<file path="config.mk">
export PLATFORM = sky130hd
export DESIGN_NAME = fetch_unit
export DESIGN_NICKNAME = d
export VERILOG_FILES = /design/src/rtl/fetch_pkg.sv /design/src/rtl/fetch_skid.sv /design/src/rtl/fetch_unit.sv
export SDC_FILE = /design/constraint.sdc
export NUM_CORES = 1
export LEC_CHECK = 0
export ABC_AREA = 1
export BUFFER_PORTS_ARGS = -buffer_cell sky130_fd_sc_hd__buf_2
export CAP_MARGIN = 20
export CORE_MARGIN = 1.5
export CORE_UTILIZATION = 35
export DETAILED_ROUTE_END_ITERATION = 8
export PLACE_DENSITY = 0.59
export SETUP_SLACK_MARGIN = 0.05
export SLEW_MARGIN = 20
export SYNTH_ARGS = -nofsm -noshare
export SYNTH_HDL_FRONTEND = slang
export SYNTH_SLANG_ARGS = --single-unit
export TNS_END_PERCENT = 1
</file>
<file path="constraint.sdc">
create_clock -name clk -period 1.8 [get_ports clk]
set_clock_uncertainty 0.1 [all_clocks]
set_input_delay 0.36 -clock clk [delete_from_list [all_inputs] [get_ports clk]]
set_output_delay 0.36 -clock clk [all_outputs]
set_load 0.02 [all_outputs]
</file>
<file path="src/rtl/fetch_pkg.sv">
// Shared types and constants for the instruction fetch stage.
package fetch_pkg;

  localparam int unsigned XLEN = 32;
  localparam logic [XLEN-1:0] NOP_INSTR = 32'h0000_0000;

  typedef enum logic [1:0] {
    FETCH   = 2'd0,
    WAIT    = 2'd1,
    DISCARD = 2'd2
  } fetch_state_t;

  typedef struct packed {
    logic [XLEN-1:0] instr;
    logic [XLEN-1:0] pc;
  } fetch_entry_t;

  typedef struct packed {
    logic [XLEN-1:0] instr;
    logic [XLEN-1:0] pc;
    logic [XLEN-1:0] pcplus4;
    logic            valid;
  } decode_t;

  function automatic logic [XLEN-1:0] pc_plus4(input logic [XLEN-1:0] pc);
    return pc + XLEN'(4);
  endfunction

endpackage

</file>
<file path="src/rtl/fetch_skid.sv">
// One-entry skid buffer holding a fetched word while decode is stalled.
module fetch_skid
  import fetch_pkg::*;
(
  input  logic            clk,
  input  logic            rst_n,
  input  logic            wr_en,
  input  logic [XLEN-1:0] wr_instr,
  input  logic [XLEN-1:0] wr_pc,
  input  logic            rd_en,
  input  logic            clr,
  output logic            full,
  output logic [XLEN-1:0] instr,
  output logic [XLEN-1:0] pc
);

  fetch_entry_t entry_q;

  // Clear has priority: a redirect discards whatever was parked.
  always_ff @(posedge clk or negedge rst_n) begin
    if (!rst_n) begin
      full    <= 1'b0;
      entry_q <= '0;
    end else if (clr) begin
      full    <= 1'b0;
      entry_q <= '0;
    end else if (wr_en) begin
      full    <= 1'b1;
      entry_q <= '{instr: wr_instr, pc: wr_pc};
    end else if (rd_en) begin
      full    <= 1'b0;
    end
  end

  assign instr = entry_q.instr;
  assign pc    = entry_q.pc;

endmodule

</file>
<file path="src/rtl/fetch_unit.sv">
// Instruction fetch stage: PC, cache handshake, skid buffer and decode register.
// Optional FETCH_PERF_EN adds the stall_cycles performance counter port.
module fetch_unit
  import fetch_pkg::*;
#(
  parameter logic [31:0] RESET_PC = 32'h0000_0000
) (
  input  logic        clk,
  input  logic        rst_n,
  output logic        imem_req,
  output logic [31:0] imem_addr,
  input  logic        imem_ready,
  input  logic [31:0] imem_rdata,
  input  logic        stall_d,
  input  logic        flush_d,
  input  logic        redirect,
  input  logic [31:0] redirect_pc,
  output logic [31:0] instr_d,
  output logic [31:0] pc_d,
  output logic [31:0] pcplus4_d,
  output logic        valid_d
`ifdef FETCH_PERF_EN
  ,
  output logic [31:0] stall_cycles
`endif
);

  fetch_state_t    state_q, state_nxt;
  logic [XLEN-1:0] pc_q, pc_nxt;
  logic [XLEN-1:0] tgt_q, tgt_nxt;
  decode_t         dec_q, dec_nxt;

  logic            skid_wr, skid_rd, skid_clr, skid_full;
  logic [XLEN-1:0] skid_instr, skid_pc;
  logic            accept;

  // No request while a word is parked; reset gates the request off immediately.
  assign imem_req  = rst_n & ~skid_full;
  assign imem_addr = pc_q;
  assign accept    = imem_req & imem_ready & (state_q != DISCARD);

  fetch_skid u_skid (
    .clk      (clk),
    .rst_n    (rst_n),
    .wr_en    (skid_wr),
    .wr_instr (imem_rdata),
    .wr_pc    (pc_q),
    .rd_en    (skid_rd),
    .clr      (skid_clr),
    .full     (skid_full),
    .instr    (skid_instr),
    .pc       (skid_pc)
  );

  always_ff @(posedge clk or negedge rst_n) begin
    if (!rst_n) begin
      state_q <= FETCH;
      pc_q    <= RESET_PC;
      tgt_q   <= RESET_PC;
      dec_q   <= '0;
    end else begin
      state_q <= state_nxt;
      pc_q    <= pc_nxt;
      tgt_q   <= tgt_nxt;
      dec_q   <= dec_nxt;
    end
  end

  always_comb begin
    state_nxt = state_q;
    pc_nxt    = pc_q;
    tgt_nxt   = tgt_q;
    dec_nxt   = dec_q;
    skid_wr   = 1'b0;
    skid_rd   = 1'b0;
    skid_clr  = 1'b0;

    // An unanswered request is never abandoned, so redirects during one go to DISCARD.
    unique case (state_q)
      FETCH: begin
        if (imem_req && !imem_ready) state_nxt = redirect ? DISCARD : WAIT;
      end
      WAIT: begin
        if (imem_ready)    state_nxt = FETCH;
        else if (redirect) state_nxt = DISCARD;
      end
      DISCARD: begin
        if (imem_ready) state_nxt = FETCH;
      end
      default: state_nxt = FETCH;
    endcase

    if (redirect) begin
      skid_clr = 1'b1;
      dec_nxt  = '0;
      if (state_nxt == DISCARD) tgt_nxt = redirect_pc;
      else                      pc_nxt  = redirect_pc;
    end else begin
      if (state_q == DISCARD && imem_ready) pc_nxt = tgt_q;
      if (accept) pc_nxt = pc_plus4(pc_q);

      // A word that decode cannot take this edge is parked in the skid.
      if (flush_d) begin
        dec_nxt = '0;
        skid_wr = accept;
      end else if (stall_d) begin
        skid_wr = accept;
      end else if (skid_full) begin
        dec_nxt = '{instr: skid_instr, pc: skid_pc, pcplus4: pc_plus4(skid_pc), valid: 1'b1};
        skid_rd = 1'b1;
      end else if (accept) begin
        dec_nxt = '{instr: imem_rdata, pc: pc_q, pcplus4: pc_plus4(pc_q), valid: 1'b1};
      end
    end

    if (!dec_nxt.valid) dec_nxt.instr = NOP_INSTR;
  end

  assign instr_d   = dec_q.instr;
  assign pc_d      = dec_q.pc;
  assign pcplus4_d = dec_q.pcplus4;
  assign valid_d   = dec_q.valid;

`ifdef FETCH_PERF_EN
  logic stall_cycle;
  assign stall_cycle = (state_q == WAIT) || (state_q == DISCARD) || skid_full;

  // Saturating count of cycles spent waiting on the cache or holding a parked word.
  always_ff @(posedge clk or negedge rst_n) begin
    if (!rst_n)                                 stall_cycles <= '0;
    else if (stall_cycle && stall_cycles != '1) stall_cycles <= stall_cycles + XLEN'(1);
  end
`endif

endmodule

</file>
### After elaboration in Yosys (flattened, before gate mapping)

Cells that the tools add are included.

* add/subtract/negate cells: 2
* $mul: 0
* div/mod/pow operators: 0
* order comparisons: 0
* equality and inequality tests: 8
* shift operators: 0
* mux-type cells: 29
* bitwise logic cells: 4
* reductions and logical operators: 12

Operator list (number)
* 2-to-1 mux 97 bit: 5
* 2-to-1 mux 32 bit: 5
* 2-to-1 mux 64 bit: 2
* adder 32 x 3 -> 32 bit, second input constant: 2
* 2-to-1 mux 1 bit: 11
* 2-to-1 mux 2 bit: 5
* AND reduction 2 bit: 4
* one-hot mux 2 bit (3 select lines): 1
* nonzero test 3 bit: 2
* inequality test 5 x 3 -> 1 bit, second input constant: 1
* == test 2 bit, second input constant: 2
* inequality test 2 bit, second input constant: 2
* inequality test 4 bit, second input constant: 1
* nonzero test 4 bit: 1
* AND 1 bit: 3
* inequality test 3 x 1 -> 1 bit, second input constant: 1
* == test 2 x 1 -> 1 bit, second input constant: 1
* logical AND 1 bit: 2
* zero test 2 bit: 1
* nonzero test 2 bit: 1
* zero test 1 bit: 1
* inverter 1 bit: 1

* flip-flop bits (word level): 228
* latch bits: 0
* memory bits (writable): 0
* bits in read-only memories: 0
* bits of input ports: 70
* output and inout port bits: 130
* word-level logic and storage cells: 65
* memories: 0

### Depth between registers and ports, before layout

* depth in word-level cells: 11
* depth in mapped cells: 13
* mapped depth without buffers: 12

### Hierarchy

Synthesis repeated with hierarchy kept, for this count alone.

* cell total of the unflattened synthesis: 1588
* area total of the unflattened synthesis: 11865.1 um^2

Modules (own cells, without submodules)
* fetch_unit: times used 1, cells each 1305, area an instance 9286.4 um^2, sequential area each 4028.9 um^2
* fetch_skid: times used 1, cells each 283, area an instance 2578.7 um^2, sequential area each 1626.6 um^2

### Least setup slack after synthesis

Ideal clock, no wire load.

* kind: register to register
* start point: reg pc_q[2], in the netlist imem_addr[2]
* end point: reg dec_q, in the netlist pcplus4_d[26]
* setup time: 116 ps
* arrival: 1687 ps
* data required time: 1584 ps
* setup slack: -103 ps
* stages on the path, launching flop included: 14
* buffers on the path: 1
* clock period less this slack: 1903 ps
* cell sequence: dfrtp_1 -> ha_1 -> nand2_1 -> nor2_1 -> nand2_1 -> nor2_1 -> buf_2 -> nand3_1 -> nand2_1 -> inv_1 -> nand2_1 -> nand2_1 -> nand2_1 -> nand2_1

* word-level cells in the longest chain between the ends: 6

RTL lines
* start, declared: line fetch_unit.sv:29 `logic [XLEN-1:0] pc_q, pc_nxt;`
* start signal, assigned: line fetch_unit.sv:63 `pc_q <= pc_nxt;`
* adder 32 x 3 -> 32 bit: line fetch_pkg.sv:26 `return pc + XLEN'(4);`
* 2-to-1 mux 97 bit: line fetch_unit.sv:111 `end else if (accept) begin`
* 2-to-1 mux 97 bit: line fetch_unit.sv:108 `end else if (skid_full) begin`
* 2-to-1 mux 97 bit: line fetch_unit.sv:106 `end else if (stall_d) begin`
* 2-to-1 mux 97 bit: line fetch_unit.sv:103 `if (flush_d) begin`
* 2-to-1 mux 97 bit: line fetch_unit.sv:93 `if (redirect) begin`
* end signal, assigned: line fetch_unit.sv:65 `dec_q <= dec_nxt;`
* end, declared: line fetch_unit.sv:31 `decode_t dec_q, dec_nxt;`

No other way between the ends. The select of a mux whose other input is x is not followed.
A chain may end at the register's enable or synchronous reset.

### Worst setup path after layout

* start point: reg pc_q[2], in the netlist imem_addr[2]
* end point: reg pc_q[30], in the netlist imem_addr[30]

* word-level cells in the longest chain between the ends: 3

RTL lines
* adder 32 x 3 -> 32 bit: line fetch_pkg.sv:26
* 2-to-1 mux 32 bit: line fetch_unit.sv:100 `if (accept) pc_nxt = pc_plus4(pc_q);`
* 2-to-1 mux 32 bit: line fetch_unit.sv:93

No other way between the ends.

==> results.md <==
Critical path:
- The critical path is of the reg -> reg type.
- Along the worst path, the maximum fanout reaches 5.
- The worst reg-to-reg path cell count is 12.
- Among all stages on the critical path, the largest delay is contributed by dfrtp_2.
- STA classifies the critical path endpoint as a flop.
- At the worst endpoint, the arrival time is 2.18 ns.
- The worst reg2reg path startpoint is imem_addr[2].
- The signal on the critical path passes through ha_4, nand2_4, nor2_4, nand2_4, nor2_4, buf_6, nand2_1, nand2_1, nand2_2, buf_4, nand3_1, a21oi_1.
- The delay of the slowest cell on the worst path is 0.39 ns.
- At the worst endpoint, the required time is 2.14 ns.
- The endpoint identified for the worst register-to-register timing path is imem_addr[30].
- Across all register-to-register paths, the minimum setup slack is -0.04 ns.
- The critical path startpoint is imem_addr[2].
- The sort of element at the start of the critical path is a flop.
- The most critical setup path has its endpoint at imem_addr[30].

Synthesis:
- The combined area of all synthesized cells is 0.0117 mm2.
- By area the synthesized netlist is led by dfrtp_1, nand2_1, o21ai_0.
- After Yosys synthesis, and, or, nand and nor cells account for 26.7% of the synthesized area.
- Counting flops and latches in the post-synthesis netlist gives 226.
- In the synthesized netlist the async set-or-reset flop fraction comes to 100%.
- After synthesis, the mean cell area works out to 7.47 um2.
- The most used flip-flop cell after synthesis is dfrtp_1.
- The number of enable flip-flop cells after synthesis is 0.
- The commonest cells after synthesis are nand2_1, dfrtp_1, o21ai_0.
- The number of synthesis warnings is 0.
- When the netlist entered floorplanning its net count stood at 1639.
- Summing the areas of all compound-gate instances in the mapped netlist gives 15.6% of the synthesized area.
- The largest total area in the synthesized netlist belongs to dfrtp_1.
- Of the synthesized area, sequential elements account for 48.3%.
- The instance count of the mapped netlist is 1567.
- The arithmetic-cell share of the synthesized area counting full adders, half adders and majority gates is 0.214%.
- The dominant combinational cell family by area after synthesis is simple AND/OR/NAND/NOR gates.
- The xor-xnor portion of the synthesized cell area is 0.823%.
- The most frequent cell after synthesis is nand2_1.
- Of the post-synthesis cell area, the dominant cell type holds 48.3%.
- The number of distinct library cells after synthesis is 38.
- The post-synthesis mux area share is 0%.

Placed design:
- Once detailed placement completed, the half-perimeter wirelength came to 30.5 mm.
- The number of port buffers is 199.
- The weighted congestion reported at the end of routability-driven placement is 0.888.
- Before CTS, the worst setup slack after placement is -0.139 ns.

Clock tree:
- For the worst-skew pair, the clock arrives at the later sink with an insertion delay of 0.56 ns.
- TritonCTS built the clock tree.
- The number of clock buffers added by TritonCTS is 27.
- The master cell of the clock root buffer is clkbuf_16.
- After clock tree synthesis, the clock-pin slew on the worst setup and hold paths is 0.06 ns.
- CTS saw 226 sinks.
- The maximum clock insertion buffer count is 3.
- The maximum level of the CTS H-tree is 1.

Global route:
- The overall fraction of global-route tracks in use is 24.2%.
- After global routing the overflow that remains totals 0.
- Global routing consumed, on the met2 layer, 36.1% of the routing resources.
- The number of antenna violations at the first check in global routing is 1.
- After global routing, the most crowded layer is met2.
- The number of global-route vias before repair is 11400.
- The pin count of the biggest net entering global routing is 106.
- The first global-routing pass estimated 64.4 mm of wire.
- For met1 alone, demand over resource in global routing was 36.0%.
- Global routing consumed, on the met3 layer, 3.64% of the routing resources.

Routing:
- The total iterations of the first detailed-routing run is 8.
- In this run the remaining antenna-violating nets after routing total 0.
- The detailed-route wire length per cell is 17.3 um.
- The total number of vias is 12100.
- The first routing iteration left 1009 violations.
- The detailed-route wire length is 41.9 mm.
- The number of remaining DRC errors is 0.
- The vias per cell is 5.02.

Floorplanning:
- The die is 186 um wide.
- In this run the count of I/O pins placed on the die edge is 200.
- The die covers 0.0345 mm2.
- The core area is 0.0327 mm2.
- The floorplan has 66 rows.
- The die is 186 um tall.
- Once the floorplan was initialized, standard cells occupied 35.8% of the core.

Flow run:
- Max-cap violations in this run came to 0.

Pwr:
- Summed over all cells, the static leakage comes to 0.00819 uW.
- The power per cell area is 936 mW/mm2.
- VDD sags by at most 0.832 mV.

Status:
- The final reports fail on setup timing.
- The flow ran to the end, but the final reports show violations.

Finish:
- The number of inserted filler cells in the final layout is 3247.
- At the end of the flow, the number of nets in the layout was 2023.
- Relative to the synthesized area, the layout overhead comes to 42.4%.
- The final core utilization is 51.0%.
- The share of final-layout standard cells stronger than drive strength 1 is 27.1%.

Timing:
- The post-layout minimum cycle time is 1.84 ns.
- The worst max-slew margin expressed relative to the limit is 56.0%.
- The max-slew violation total from the final report was 0.
- Setup repair after global routing could not meet its margin everywhere.
- Setup violations remaining at the end of the flow were counted as 9.
- The maximum clock rate is 543 MHz.
- Setup slack on the critical path of the routed design comes to -0.0430 ns.
- The worst hold margin is 0.118 ns.
- The final period utilization is 102%.
- For the pin with the worst max-slew slack, the measured transition is 0.660 ns.
- The number of hold violations in the final report is 0.

Min path:
- The path class of the tightest hold or removal check is in -> reg.
- The hold-critical path depth is 3.
## layout make-up
type | count | area (um2) | area share (%)
multi-input cells | 1106 | 5460 | 32.7
flip-flops and latches | 226 | 5670 | 34.0
inverters | 146 | 556 | 3.33
well taps | 442 | 553 | 3.32
clock buffers | 38 | 767 | 4.60
diodes | 2 | 5.00 | 0.0300
clock inverters | 12 | 139 | 0.833
repair buffers | 444 | 3520 | 21.1
## where the power goes
| part | switching (uW) | internal (uW) | leakage, uW |
|---|---|---|---|
| Combinational | 2370 | 1660 | 0.00477 |
| Sequential | 415 | 5600 | 0.00299 |
| Clock | 2280 | 3280 | 0.000434 |
## placed cells by master, fill, tap and decap left out, types with 33 or more instances in the layout
master and instances:
o21ai_0 162, buf_2 176, o22ai_1 55, buf_6 44
nand3_1 130, dfrtp_1 216, inv_1 133, dlygate4sd3_1 67
nor2_1 125, a21oi_1 33, buf_4 133, nand2_1 425
## flip-flops by register name, indices dropped and copies added, names as in the netlist
register      cells
imem_addr        32
instr_d          32
pc_d             32
tgt_q            32
u_skid.instr     32
u_skid.pc        32
pcplus4_d        30
state_q           2
u_skid.full       1
valid_d           1
## worst min path at each step
stage | from | end | slack [ns]
6_report | redirect | state_q[0] | 0.12
3_3_place_gp | rst_n | tgt_q[3] | 0.18
2_1_floorplan | rst_n | imem_addr[0] | -0.04
3_5_place_dp | rst_n | tgt_q[7] | 0.19
5_1_grt | redirect | state_q[0] | 0.12
4_1_cts | flush_d | u_skid.pc[8] | 0.09
## what timing repair did
item	4_1_cts	5_1_grt
resized for setup	101	90
setup buffers	2	3
hold buffers	67	0
endpoints found under the setup margin	171	231
endpoints found under the hold margin	295	0
gates cloned	1	0
pin swaps	10	26
## per-layer routing
layer,routed length [um],up-vias
met5,0,-
met4,1190,0
met3,2940,65
met2,18500,431
met1,19300,5728
li1,-,5900
## per-stage QoR
step | instance area (um2) | TNS [ns] | power (uW) | cells
after CTS | 16400 | -0.0316 | 15500 | 2411
after detailed placement | 14500 | -5.45 | 9560 | 2291
after global routing | 16700 | -4.91 | 16300 | 2415
after floorplan | 11700 | 0 | 7740 | 1567
after global placement | 14500 | -1.29 | 9520 | 2291
final | 16700 | -0.204 | 15600 | 2416
## logic make-up (layout without fill, tap and decap cells)
kind of cell,after synthesis,after routing
flops,226,226
buf+inv,235,640
xor+xnor,11,11
other cells,0,2
simple gates,768,768
compound gates,325,325
fa+ha+maj,2,2
## critical path: cells and delay by family (launching register included)
family	cells	cell delay [ns]
compound gates	1	0.06
fa+ha+maj	1	0.15
buf+inv	2	0.27
flops	1	0.39
simple gates	8	0.75
(Power assumes the default switching activity.)
